[src/rtl/fetch_unit_pkg.sv]
// Shared fetch definitions: next-PC select encodings and fetch FSM state codes,
// common to the fetch unit and the control unit.
package fetch_unit_pkg;

  localparam logic [1:0] PC_SEQ    = 2'b00;
  localparam logic [1:0] PC_BRANCH = 2'b01;
  localparam logic [1:0] PC_JUMP   = 2'b10;
  localparam logic [1:0] PC_RETURN = 2'b11;

  typedef enum logic [1:0] {
    FETCH_IDLE = 2'd0,
    FETCH_REQ  = 2'd1,
    FETCH_WAIT = 2'd2,
    FETCH_DONE = 2'd3
  } fetch_state_e;

  // Legacy-compatible constant form of the same state codes.
  localparam logic [1:0] ST_IDLE = 2'd0;
  localparam logic [1:0] ST_REQ  = 2'd1;
  localparam logic [1:0] ST_WAIT = 2'd2;
  localparam logic [1:0] ST_DONE = 2'd3;

  function automatic logic pc_src_pops(input logic [1:0] src);
    return src == PC_RETURN;
  endfunction

endpackage

[src/rtl/fetch_unit_return_stack.sv]
// Hardware return-address stack: push, pop, or replace-top when both are
// requested in the same cycle. Illegal pushes (full) and pops (empty) are ignored.
module return_stack #(
  parameter int DEPTH = 8,
  parameter int W     = 32
) (
  input  logic         clk,
  input  logic         reset,
  input  logic         push,
  input  logic         pop,
  input  logic [W-1:0] push_data,
  output logic [W-1:0] top,
  output logic         full,
  output logic         empty
);

  localparam int PW = $clog2(DEPTH);
  localparam logic [PW:0]   FULL_CNT = (PW + 1)'(DEPTH);
  localparam logic [PW-1:0] IDX_ONE  = PW'(1);

  logic [W-1:0]  r_mem [DEPTH];
  logic [PW:0]   r_count;
  logic [PW-1:0] w_top_idx;
  logic [PW-1:0] w_wr_idx;
  logic          w_do_pop;
  logic          w_do_push;

  // The count doubles as the write pointer; when full its low bits wrap to 0,
  // so top index = low bits - 1 still lands on the last entry.
  assign w_wr_idx  = r_count[PW-1:0];
  assign w_top_idx = r_count[PW-1:0] - IDX_ONE;

  assign empty = (r_count == '0);
  assign full  = (r_count == FULL_CNT);
  assign top   = r_mem[w_top_idx];

  assign w_do_pop  = pop & ~empty;
  assign w_do_push = push & (w_do_pop | ~full);

  always_ff @(posedge clk) begin
    if (reset) begin
      r_count <= '0;
    end else if (w_do_push && !w_do_pop) begin
      r_count <= r_count + 1'b1;
    end else if (w_do_pop && !w_do_push) begin
      r_count <= r_count - 1'b1;
    end
  end

  always_ff @(posedge clk) begin
    if (!reset && w_do_push) begin
      if (w_do_pop) begin
        r_mem[w_top_idx] <= push_data;
      end else begin
        r_mem[w_wr_idx] <= push_data;
      end
    end
  end

endmodule

[src/rtl/fetch_unit.sv]
// Instruction fetch responder: fetch_en/fetch_done handshake with the control
// unit, next-PC selection, single-word imem read and the return-address stack.
module fetch_unit
  import fetch_unit_pkg::*;
#(
  parameter int                ADDR_W    = 32,
  parameter int                INSTR_W   = 32,
  parameter int                RAS_DEPTH = 8,
  parameter logic [ADDR_W-1:0] RESET_PC  = '0
) (
  input  logic               clk,
  input  logic               reset,
  input  logic               fetch_en,
  output logic               fetch_done,
  input  logic [1:0]         pc_src,
  input  logic [ADDR_W-1:0]  branch_target,
  input  logic [ADDR_W-1:0]  jump_target,
  input  logic               stack_push,
  output logic               imem_req,
  output logic [ADDR_W-1:0]  imem_addr,
  input  logic               imem_rvalid,
  input  logic [INSTR_W-1:0] imem_rdata,
  output logic [INSTR_W-1:0] instr,
  output logic [ADDR_W-1:0]  pc,
  output logic               stack_overflow,
  output logic               stack_underflow,
  output logic [1:0]         dbg_state
);

  // Handshake: fetch_en is a level request sampled in IDLE; fetch_done stays
  // high (with instr/pc stable) until fetch_en drops, then the FSM returns to IDLE.

  logic [1:0]         r_state;
  logic               r_first;
  logic [ADDR_W-1:0]  r_pc;
  logic [INSTR_W-1:0] r_instr;
  logic               r_fetch_done;
  logic               r_imem_req;
  logic               r_ovf;
  logic               r_unf;

  logic               w_start;
  logic               w_op;
  logic               w_ret;
  logic               w_pop;
  logic               w_push;
  logic               w_ras_full;
  logic               w_ras_empty;
  logic [ADDR_W-1:0]  w_ras_top;
  logic [ADDR_W-1:0]  w_pc_inc;
  logic [ADDR_W-1:0]  w_next_pc;

  assign w_start  = (r_state == ST_IDLE) && fetch_en;
  assign w_op     = w_start && !r_first;
  assign w_ret    = w_op && pc_src_pops(pc_src);
  assign w_pop    = w_ret && !w_ras_empty;
  assign w_push   = w_op && stack_push && (w_pop || !w_ras_full);
  assign w_pc_inc = r_pc + ADDR_W'(1);

  always_comb begin
    w_next_pc = w_pc_inc;
    case (pc_src)
      PC_BRANCH: w_next_pc = branch_target;
      PC_JUMP:   w_next_pc = jump_target;
      PC_RETURN: w_next_pc = w_ras_empty ? w_pc_inc : w_ras_top;
      default:   w_next_pc = w_pc_inc;
    endcase
  end

  return_stack #(
    .DEPTH (RAS_DEPTH),
    .W     (ADDR_W)
  ) u_ras (
    .clk       (clk),
    .reset     (reset),
    .push      (w_push),
    .pop       (w_pop),
    .push_data (w_pc_inc),
    .top       (w_ras_top),
    .full      (w_ras_full),
    .empty     (w_ras_empty)
  );

  always_ff @(posedge clk) begin
    if (reset) begin
      r_state      <= ST_IDLE;
      r_first      <= 1'b1;
      r_pc         <= RESET_PC;
      r_instr      <= '0;
      r_fetch_done <= 1'b0;
      r_imem_req   <= 1'b0;
      r_ovf        <= 1'b0;
      r_unf        <= 1'b0;
    end else begin
      case (r_state)
        ST_IDLE: begin
          if (fetch_en) begin
            r_pc       <= r_first ? RESET_PC : w_next_pc;
            r_first    <= 1'b0;
            r_imem_req <= 1'b1;
            r_state    <= ST_REQ;
            if (w_ret && w_ras_empty) begin
              r_unf <= 1'b1;
            end
            if (w_op && stack_push && !w_pop && w_ras_full) begin
              r_ovf <= 1'b1;
            end
          end
        end
        ST_REQ: begin
          r_imem_req <= 1'b0;
          r_state    <= ST_WAIT;
        end
        ST_WAIT: begin
          if (imem_rvalid) begin
            r_instr      <= imem_rdata;
            r_fetch_done <= 1'b1;
            r_state      <= ST_DONE;
          end
        end
        ST_DONE: begin
          if (!fetch_en) begin
            r_fetch_done <= 1'b0;
            r_state      <= ST_IDLE;
          end
        end
        default: r_state <= ST_IDLE;
      endcase
    end
  end

  assign fetch_done      = r_fetch_done;
  assign imem_req        = r_imem_req;
  assign imem_addr       = r_imem_req ? r_pc : '0;
  assign instr           = r_instr;
  assign pc              = r_pc;
  assign stack_overflow  = r_ovf;
  assign stack_underflow = r_unf;
  assign dbg_state       = r_state;

endmodule

[config.mk]
export PLATFORM = sky130hd
export DESIGN_NAME = fetch_unit
export DESIGN_NICKNAME = d
export VERILOG_FILES = /design/src/rtl/fetch_unit_pkg.sv /design/src/rtl/fetch_unit_return_stack.sv /design/src/rtl/fetch_unit.sv
export SDC_FILE = /design/constraint.sdc
export NUM_CORES = 1
export LEC_CHECK = 0
export ABC_AREA = 1
export ABC_CLOCK_PERIOD_IN_PS = 4720
export BUFFER_PORTS_ARGS = -buffer_cell sky130_fd_sc_hd__buf_4
export CAP_MARGIN = 20
export CORE_MARGIN = 10
export CORE_UTILIZATION = 50
export CTS_CLUSTER_DIAMETER = 150
export DETAILED_ROUTE_END_ITERATION = 10
export GPL_ROUTABILITY_DRIVEN = 1
export PLACE_DENSITY = 0.81
export SLEW_MARGIN = 15
export SYNTH_ARGS = -nofsm -noshare
export SYNTH_HDL_FRONTEND = slang
export SYNTH_HIERARCHICAL = 1
export SYNTH_SLANG_ARGS = --single-unit
[constraint.sdc]
create_clock -name clk -period 4.72 [get_ports clk]
set_input_delay 0.236 -clock clk [delete_from_list [all_inputs] [get_ports clk]]
set_output_delay 0.236 -clock clk [all_outputs]
set_load 0.1 [all_outputs]
==> run_results.csv <==
group,metric,value,unit
sta,slew_viol_final,0,
yosys,synthCells,1713,
clock_tree,worstSkewPairLatency,520,ps
yosys,ys_top_cells_by_count,"nand2_1 (430), nor2_1 (289), edfxtp_1 (256)",
yosys,avgSynthCellArea,9.03,µm²
yosys,ys_warn_count,6,
sta,max_freq,257,MHz
sta,fin_ws,828,ps
sta,relSlewSlack,25.9,%
floorplan,io_pins,205,
clock_tree,clock_path_buffers,3,
floorplan,rows,64,
drt,ant_nets,0,
power_and_ir_drop,pwr-share-comb,25.3,%
floorplan,die_width,196,µm
worst_setup_path,reg2reg_setup_slack,830,ps
worst_setup_path,crit_buf_inv,4,
clock_tree,hold_buffers,21,
worst_setup_path,critPathMaxStageDelay,880,ps
drt,wire_per_inst,20.2,µm
global_routing,grt_usage,23.6,%
final_layout,postLayoutCellArea,18500,µm²
hold_path,hold_end,"instr[13]",
clock_tree,h-tree-depth,2,
sta,finalHoldViolCount,0,
sta,tightest_slew,1100,ps
yosys,synth_cell_types,44,
sta,rsz0062_at_grt,"no",
global_routing,grt.met1_usage,30.6,%
global_routing,antenna_found_initial,0,
worst_setup_path,cp_max_fo,32,
place,hpwl,32600,µm
global_routing,grt_pass1_wl,72500,µm
yosys,synth_compound_area_share,12.0,%
place,gp_congestion,0.971,
final_layout,post-route-util,60.6,%
power_and_ir_drop,ir_drop,0.000435,V
clock_tree,clock_sinks,331,
yosys,seq_area_frac_synth,59.4,%
sta,setup_viol,0,
worst_setup_path,crit_path_end_kind,"flop",
global_routing,grt_util_met2,37.2,%
hold_path,hold_depth,3,
sta,finClkSkew,13.3,ps
drt,vias,13200,
final_layout,drive_above_1_share,16.3,%
final_layout,fin_cells,2326,
worst_setup_path,reg2regPathDepth,13,
global_routing,grt-ovfl-total,0,
worst_setup_path,rr_startpoint,"dbg_state[1]",
clock_tree,numCtsBuffers,34,
power_and_ir_drop,power,7.92,mW
yosys,synth_area_leaders,"edfxtp_1 (50%), nand2_1 (10%), dfxtp_1 (9.7%), nor2_1 (7.0%), o21ai_0 (5.3%)",
worst_setup_path,worstReg2RegEnd,"u_ras/r_mem[2][6]",
yosys,yosysMostFrequentCell,"nand2_1",
yosys,muxShareOfSynthArea,0,%
floorplan,core,30600,µm²
yosys,synth.top_cell.area_share,49.7,%
hold_path,hold_class,"input pin to flop",
worst_setup_path,path_common_cell,"inv_1",
power_and_ir_drop,p_seq_share,42.0,%
yosys,ys_seq_elements,331,
worst_setup_path,critical_path_class,"flop to flop",
run_status,status,"finished, final reports clean",
yosys,synth_top_area_cell,"edfxtp_1",
job,maxCapViolCount,0,
sta,period_needed,3890,ps
clock_tree,cts_tree,"yes",
yosys,synthesis.area,15500,µm²
yosys,synth-simple-area-share,21.5,%
drt,finalWirelength,46900,µm
global_routing,gr-max-usage-layer,"met2",
drt,drtIter0Drc,1509,
drt,viasPerCell,5.68,
power_and_ir_drop,p_switching,2.70,mW
global_routing,grt_pass1_vias,12800,
worst_setup_path,cp-start-kind,"flop",
worst_setup_path,cp_slowest_cell,"nor2_4",
power_and_ir_drop,p_leak,7.45,nW
yosys,synth_nets,1827,
global_routing,grt_max_degree,99,
place,placed_cells,2243,
sta,tns,0,ps
final_layout,antenna_cells,0,
clock_tree,postCtsSetupBuffers,0,
worst_setup_path,crit_family,"simple AND/OR/NAND/NOR gates",
hold_path,min_from,"imem_rdata[13]",
place,dpl_cell_area,17200,µm²
floorplan,die_h,196,µm
power_and_ir_drop,swShare,34.1,%
clock_tree,cts_root_buffer,"clkbuf_16",
worst_setup_path,cp.arrival,4020,ps
yosys,synth_xor_area_share,0.671,%
final_layout,final_nets,2019,
power_and_ir_drop,power_density,428,nW/µm²
worst_setup_path,crit_chain,"inv_1 > ha_1 > nand2_1 > nor2_4 > buf_4 > nand2_2 > nor2_1 > inv_1 > a21oi_1 > inv_1 > nor3_1 > nand3_1 > nor2_4",
global_routing,use_met3,6.05,%
yosys,synth-edff-count,256,
clock_tree,clk_pin_slew,60,ps
sta,hold_ws,12.4,ps
final_layout,nFillCells,2509,
floorplan,die_area,38400,µm²
drt,drt-pass1-iter-count,5,
yosys,yosys_most_used_dff,"edfxtp_1",
yosys,async_flop_share,0,%
yosys,synth_top_family_by_area,"simple AND/OR/NAND/NOR gates",
worst_setup_path,cp_data_required_time,4850,ps
final_layout,syn_to_final_growth,19.7,%
power_and_ir_drop,power.share.clock,32.6,%
drt,drc,0,
clock_tree,post_cts_resized,0,
yosys,synth_fa_ha_area_share,0.938,%
power_and_ir_drop,internal_power,5.22,mW
place,portBuffers,204,
floorplan,initial_core_util,50.6,%
sta,period_share,82.5,%
place,pre_cts_slack,848,ps
==> power groups by stage <==
stage,logic (mW),clock network (mW),registers (mW)
final,2.01,2.58,3.33
after global routing,2.14,2.72,3.34
after CTS,1.98,2.61,3.33
after detailed placement,1.96,0,3.39
after global placement,1.92,0,3.38
after floorplan,0.856,0,3.93
==> layout by cell type, fill, tap and decap left out, drive strengths merged, types with 5 or more instances in the layout <==
cell type    instances
a21oi               75
a221oi               8
a22oi               10
a31oi               34
and2                 5
buf                224
clkbuf              40
clkinv              18
dfxtp               75
dlygate4sd3         21
edfxtp             256
ha                  10
inv                108
nand2              437
nand3               52
nand4               11
nor2               300
nor3                 5
o211ai               9
o21ai              195
or2                 10
xnor2                6
xor2                 5
==> worst max path at each step <==
stage | start | end | slack, ps | cells past startpoint
2_1_floorplan | dbg_state[0] | u_ras/r_mem[0][0] | 360 | 12
3_3_place_gp | dbg_state[0] | u_ras/r_mem[2][8] | 1000 | 13
3_5_place_dp | dbg_state[0] | u_ras/r_mem[2][7] | 850 | 13
4_1_cts | dbg_state[1] | u_ras/r_mem[2][0] | 810 | 13
5_1_grt | dbg_state[1] | u_ras/r_mem[2][6] | 380 | 13
6_report | dbg_state[1] | u_ras/r_mem[2][6] | 830 | 13
==> worst register-to-register path, stage by stage (launching register included) <==
cell,delay [ps]
dfxtp_1,350
inv_1,140
ha_1,220
nand2_1,120
nor2_4,80
buf_4,300
nand2_2,90
nor2_1,230
inv_1,90
a21oi_1,280
inv_1,140
nor3_1,290
nand3_1,270
nor2_4,880
==> flip-flops by register name (all words and copies together), names as in the netlist <==
register,count
dbg_state,2
fetch_done,1
imem_req,1
instr,32
pc,32
r_first,1
stack_overflow,1
stack_underflow,1
u_ras/r_count,4
u_ras/r_mem,256
==> layout make-up <==
cell class | count | area, µm² | area share, %
clock buffer | 40 | 875 | 4.72
timing repair buffer | 245 | 1900 | 10.3
multi-input combinational | 1184 | 5460 | 29.5
sequential | 331 | 9190 | 49.6
clock inverter | 21 | 190 | 1.03
tap | 396 | 495 | 2.67
inverter | 109 | 410 | 2.22
==> logic make-up (layout without fill, tap and decap cells) <==
kind of cell,Yosys count,after routing
simple gates,822,822
flops,331,331
fa+ha+maj,11,11
compound gates,340,340
buf+inv,198,415
xor+xnor,11,11
==> metal layers <==
metal / vias to the layer above / part of all wire, %
li1: 6145 / -
met3: 103 / 12
met4: 0 / 3.3
met2: 788 / 46
met1: 6170 / 38
met5: - / 0
Note: power is estimated with default switching activity, not from simulation.
